**src/rtl/counter_ctrl.sv**
```systemverilog
// counter_ctrl: start/stop/pause run controller counting 0..limit, one-shot or periodic.
// Define COUNTER_CTRL_PRESCALE_EN to step once every PRESCALE clocks instead of every clock.
module counter_ctrl #(
  parameter int WIDTH    = 4,
  parameter int PRESCALE = 4
) (
  input  logic             clk,
  input  logic             reset,
  input  logic             start,
  input  logic             stop,
  input  logic             pause,
  input  logic             auto_reload,
  input  logic [WIDTH-1:0] load_val,
  output logic [WIDTH-1:0] count,
  output logic             busy,
  output logic             done,
  output logic [1:0]       state
);
  // state | meaning
  // IDLE  | inactive, count held at 0
  // RUN   | stepping from 0 toward limit
  // HOLD  | paused, count and prescaler frozen
  // DONE  | one-shot run finished, sticky until start or stop
  typedef enum logic [1:0] {
    S_IDLE = 2'b00,
    S_RUN  = 2'b01,
    S_HOLD = 2'b10,
    S_DONE = 2'b11
  } state_t;

  state_t           state_q;
  state_t           state_d;
  logic [WIDTH-1:0] limit;
  logic             mode;
  logic             run_active;
  logic             step;
  logic             terminal;

  if (PRESCALE < 2 || PRESCALE > 255) begin : g_prescale_range
    $error("counter_ctrl: PRESCALE must be within 2..255");
  end

  // A step can only happen in RUN on an edge where no higher-priority input acts.
  assign run_active = (state_q == S_RUN) && !stop && !start && !pause;
  assign terminal   = step && (count == limit);

`ifdef COUNTER_CTRL_PRESCALE_EN
  localparam logic [7:0] PRESC_LAST = 8'(PRESCALE - 1);
  logic [7:0] presc;

  assign step = run_active && (presc == PRESC_LAST);

  always_ff @(posedge clk or negedge reset) begin
    if (!reset) begin
      presc <= '0;
    end else if (stop || start) begin
      presc <= '0;
    end else if (run_active) begin
      presc <= (presc == PRESC_LAST) ? '0 : presc + 8'd1;
    end
  end
`else
  assign step = run_active;
`endif

  always_ff @(posedge clk or negedge reset) begin
    if (!reset) begin
      state_q <= S_IDLE;
    end else begin
      state_q <= state_d;
    end
  end

  always_comb begin
    state_d = state_q;
    if (stop) begin
      state_d = S_IDLE;
    end else if (start) begin
      state_d = S_RUN;
    end else begin
      case (state_q)
        S_RUN: begin
          if (pause) begin
            state_d = S_HOLD;
          end else if (terminal && !mode) begin
            state_d = S_DONE;
          end
        end
        S_HOLD: begin
          if (!pause) begin
            state_d = S_RUN;
          end
        end
        default: state_d = state_q;
      endcase
    end
  end

  always_comb begin
    state = state_q;
    busy  = (state_q == S_RUN) || (state_q == S_HOLD);
  end

  always_ff @(posedge clk or negedge reset) begin
    if (!reset) begin
      count <= '0;
      done  <= 1'b0;
      limit <= '0;
      mode  <= 1'b0;
    end else if (stop) begin
      count <= '0;
      done  <= 1'b0;
    end else if (start) begin
      count <= '0;
      done  <= 1'b0;
      limit <= load_val;
      mode  <= auto_reload;
    end else begin
      done <= terminal;
      if (terminal) begin
        count <= '0;
      end else if (step) begin
        count <= count + WIDTH'(1);
      end
    end
  end

endmodule

```
**config.mk**
```make
export PLATFORM = sky130hd
export DESIGN_NAME = counter_ctrl
export DESIGN_NICKNAME = d
export VERILOG_FILES = /design/src/rtl/counter_ctrl.sv
export SDC_FILE = /design/constraint.sdc
export NUM_CORES = 1
export LEC_CHECK = 0
export CAP_MARGIN = 20
export CORE_AREA = 8 8 53 55
export CTS_CLUSTER_SIZE = 14
export DETAILED_ROUTE_END_ITERATION = 7
export DIE_AREA = 0 0 61 63
export GPL_ROUTABILITY_DRIVEN = 0
export HOLD_SLACK_MARGIN = 0.15
export PLACE_DENSITY = 0.64
export SKIP_CTS_REPAIR_TIMING = 1
export SLEW_MARGIN = 0
export SYNTH_ARGS = -nofsm -noshare
export SYNTH_HDL_FRONTEND = slang
export SYNTH_SLANG_ARGS = --single-unit
```
**constraint.sdc**
```tcl
create_clock -name clk -period 2.6 [get_ports clk]
set_input_delay 0.39 -clock clk [delete_from_list [all_inputs] [get_ports clk]]
set_output_delay 0.39 -clock clk [all_outputs]
set_load 0.02 [all_outputs]
```
---- Word level (Yosys, flattened, before mapping) ----
Index checks and enable logic that the tools add are counted.
word-level totals
  register bits ........................... 12
  ROM bits ................................ 0
  RAM bits ................................ 0
  memories kept ........................... 0
  word-level logic and storage cells ...... 38
  bits in latches ......................... 0
  output and inout bits ................... 8
operators by class
  reductions and logical operators ........ 14
  shift operators ......................... 0
  bitwise operators ....................... 1
  multiply operators ...................... 0
  $lt $le $gt $ge ......................... 0
  multiplexer cells ....................... 12
  divide/modulo/power cells ............... 0
  equality and inequality tests ........... 5
  add/sub/neg operators ................... 1
operators with widths
  kind                   number
  $mux W4                4
  $mux W2                5
  $reduce_bool A4 Y1     2
  $logic_and A1 B1 Y1    5
  $ne A5 B4 Y1 const B   1
  $add A4 B1 Y4 const B  1
  $eq A4 B4 Y1           1
  $logic_not A1 Y1       4
  $ne A4 B4 Y1 const B   1
  $pmux W2 S2            1
  $reduce_and A3 Y1      1
  $eq A2 B1 Y1 const B   1
  $eq A2 B2 Y1 const B   1
  $mux W1                2
  $reduce_and A2 Y1      1
  $logic_or A1 B1 Y1     1
  $not A1 Y1             1

---- Depth between registers and ports, before layout ----
  depth in word-level cells ............... 11
  mapped depth ............................ 6
  depth with buffers taken out ............ 6

---- Least setup slack after synthesis ----
OpenSTA, ideal clock, no wires.
  path kind ............................... register to register
  from .................................... reg count[3]
  to ...................................... reg count[1]
  buffers on the path ..................... 0
  stages on the path, launching flop included .. 5
  required time ........................... 2.479 ns
  setup time .............................. 0.121 ns
  arrival time ............................ 1.616 ns
  setup slack ............................. 0.863 ns
  cell sequence ........................... dfrtp_1 xor2_1 or4_4 and2_4 a32o_2
between the ends
  word-level cells in the longest chain between the ends .. 5
ends and longest elaborated chain
  what                    RTL line  text
  from (decl)             14        output logic [WIDTH-1:0] count,
  from (signal assigned)  123       count <= count + WIDTH'(1);
  $eq A4 B4 Y1 *          45        assign terminal = step && (count == limit);
  $logic_and A1 B1 Y1 *   45
  $mux W4                 120       if (terminal) begin
  $mux W4                 113       end else if (start) begin
  $mux W4                 110       end else if (stop) begin
Mark *: on every way between the ends. The rest lies on a longest branch, timed or not.
A chain may end at the register's enable or synchronous reset.

---- Worst setup path after layout ----
  from .................................... reg state_q[0], in the netlist state[0]
  to ...................................... out busy
between the ends
  word-level cells in the longest chain between the ends .. 2
ends and longest elaborated chain
  what                                          RTL line  text
  from (decl)                                   31        state_t state_q;
  from (signal assigned)                        70        state_q <= state_d;
  $eq A2 B1 Y1 or $eq A2 B2 Y1 (tied branches)  101       busy = (state_q == S_RUN) || (state_q == S_HOLD);
  $logic_or A1 B1 Y1 *                          101
  to (decl)                                     15        output logic busy,
Marked as above.

==> metrics.md <==
| Metric | Value |
|---|---|
| Number of diodes | `0` |
| Pre-Repair DR Iteration Count | `4` |
| Place WS | `about 700 ps` |
| Critical path's slowest cell | `clkdlybuf4s50_1` |
| CP max FO | `3` |
| Hold violation count in the final report | `0` |
| Syn_nets | `69` |
| Root buffer cell | `clkbuf_4` |
| Die Area | `approximately 0.0038 mm^2` |
| Final Core Density | `0.428` |
| Design Power | `roughly 550 uW` |
| Crit-path cells | `inv_1 > ha_1 > inv_1 > clkdlybuf4s50_1` |
| Core area | `0.00206 mm^2` |
| F_max | `slightly below 0.5 GHz` |
| Critical Path AT | `about 1700 ps` |
| WS Path Type | `reg2out` |
| Max Cap Viol | `0` |
| Mapped cell area | `~650 um^2` |
| Outcome | `finished clean` |
| CTS clk-pin slew, worst paths | `around 70 ps` |
| Global-route wire length before repair | `2.21 mm` |
| CP max stage delay | `just under 600 ps` |
| Setup Skew | `around 0.57 ps` |
| Area grow syn2layout | `36.8%` |
| Final setup viols | `0` |
| Yosys cell types | `26` |
| Remaining DRCs | `0` |
| Placement Cell Area | `847 um^2` |
| Slew Limit Fails | `0` |
| DR WL/cell | `between 10 and 15 um` |
| Vias | `479` |
| Initial antenna violation count | `0` |
| I/O Buffers | `17` |
| Initial Util | `0.313` |
| Final instance area | `approximately 900 um^2` |
| Share of layout cells above drive strength 1 | `0.184` |
| Syn Inst Count | `56` |
| Total CTS buffers | `3` |
| Setup TNS | `0 ps` |
| Antenna Violating Nets Remaining | `0` |
| Most used cell, CP | `inv_1` |
| Die width | `61 um` |
| Ys Warns | `0` |
| Worst r2r path cells | `6` |
| RSZ-0062 raised after global routing | `no` |
| Number of I/O pins | `18` |
| Slew @ Worst Pin | `around 500 ps` |
| Synth Register Bits | `12` |
| Grt ovf | `0` |
| Clock Sink Count | `12` |
| CP Capture Type | `primary output` |
| Overall Global Routing Usage | `0.0762` |
| H-tree levels | `1` |
| Vias per cell | `roughly 4.6` |
| Worst VDD drop | `0.000437 V` |
| Pleak | `around 0.38 nW` |
| Worst skew pair latency | `roughly 260 ps` |
| Minimum clock period | `roughly 2100 ps` |
| CTS tree | `built` |
| Sequential share of the synthesized area | `0.465` |
| Vias in the first global route | `about 500` |
| Initial drt markers | `9` |
| Final #Nets | `90` |
| Largest net degree at the start of global routing | `13` |
| # rows | `17` |
| CP startpoint kind | `register` |
| Die height | `63 um` |
| DP HPWL | `approximately 1.0 mm` |
| Worst Slack Setup Final | `536 ps` |
| WL final | `1.26 mm` |
| PD cells | `slightly above 600 mW/mm^2` |
| Final Cycle Share | `0.794` |
| Synth Area per Inst | `11.5 um^2` |
| HP Class | `in2async` |
| Req. time, crit path | `between 2000 and 2500 ps` |
| Max transition margin | `0.656` |
| CTS max path bufs | `2` |
[metal layers]
| metal | routed length [um] | share of wire | up-vias | global-route usage |
|---|---|---|---|---|
| met2 | 618 | 0.49 | 14 | 0.112 |
| li1 | - | - | 244 | - |
| met4 | 12 | 0.0095 | 0 | 0.0175 |
| met1 | 542 | 0.43 | 219 | 0.0898 |
| met3 | 87 | 0.069 | 2 | 0.0473 |
| met5 | 0 | 0 | - | 0 |
[power by group]
| part | internal, mW | total, mW | leakage [nW] | switching, mW |
|---|---|---|---|---|
| registers | 0.207 | 0.225 | 0.154 | 0.0176 |
| logic | 0.0927 | 0.185 | 0.203 | 0.0925 |
| clock network | 0.0850 | 0.141 | 0.0210 | 0.0560 |
[per-stage QoR]
step | hold WS (ps) | cells
global placement | 511 | 100
floorplan | 94.4 | 56
finish | 464 | 104
global route | 506 | 104
CTS | 483 | 104
detailed placement | 509 | 100
[final cells by class]
cell class | count | area (um^2)
repair buffers | 17 | 170
clock buffers | 4 | 36.3
multi-input cells | 39 | 327
well taps | 28 | 35.0
flip-flops and latches | 12 | 300
fillers | 206 | 1180
inverters | 4 | 15.0
[cells in the final DEF, fill, tap and decap left out, types with 2 or more instances in the layout]
master / netlist / final
inv_1: 4 / 4
nor3_1: 2 / 2
mux2_2: 5 / 5
ha_1: 3 / 3
xor2_1: 3 / 3
dfrtp_1: 12 / 12
nor2_1: 3 / 3
clkbuf_4: 0 / 3
nand3_1: 2 / 2
clkdlybuf4s50_1: 0 / 17
nor2b_1: 3 / 3
nand2_1: 3 / 3
[worst paths after layout]
kind	start	endpoint	slack [ps]
setup / recovery	state[0]	busy	540
hold / removal	reset	limit[0]	460
setup reg to reg	state[1]	state[1]	860
hold reg to reg	mode	mode	520
max in group asynchronous	reset	state[1]	1800
min in group clk	mode	mode	520
[worst max-delay path: cells and delay by family (launching register included)]
kind / cells / cell delay, ps
adders and majority gates: 1 / 330
buffers and inverters: 3 / 710
DFF: 1 / 370
[kinds of logic (layout without fill, tap and decap cells)]
group,count (synthesis),in the layout,synth area share
xor+xnor,5,5,0.0795
buf+inv,5,25,0.0291
compound gates,8,8,0.120
flops,12,12,0.465
simple gates,18,18,0.161
fa+ha+maj,3,3,0.0581
mux,5,5,0.0872
[registers in the layout (all words and copies together), names as in the netlist]
name   flops
done       1
state      2
mode       1
count      4
limit      4
[Yosys cell counts, drive strengths merged]
cell type,number,share of area
dfrtp,12,0.47
mux2,5,0.087
inv,4,0.023
xor2,4,0.066
ha,3,0.058
nand2,3,0.017
nor2,3,0.017
nor2b,3,0.029
a32o,2,0.033
nand3,2,0.016
nor3,2,0.016
a21oi,1,0.0077
a221oi,1,0.014
a311o,1,0.016
a311oi,1,0.014
and2,1,0.014
clkbuf,1,0.0058
nand4,1,0.0097
nand4b,1,0.014
nor3b,1,0.012
o31ai,1,0.012
o41ai,1,0.025
or4,1,0.017
xnor2,1,0.014
(Power assumes the default switching activity.)
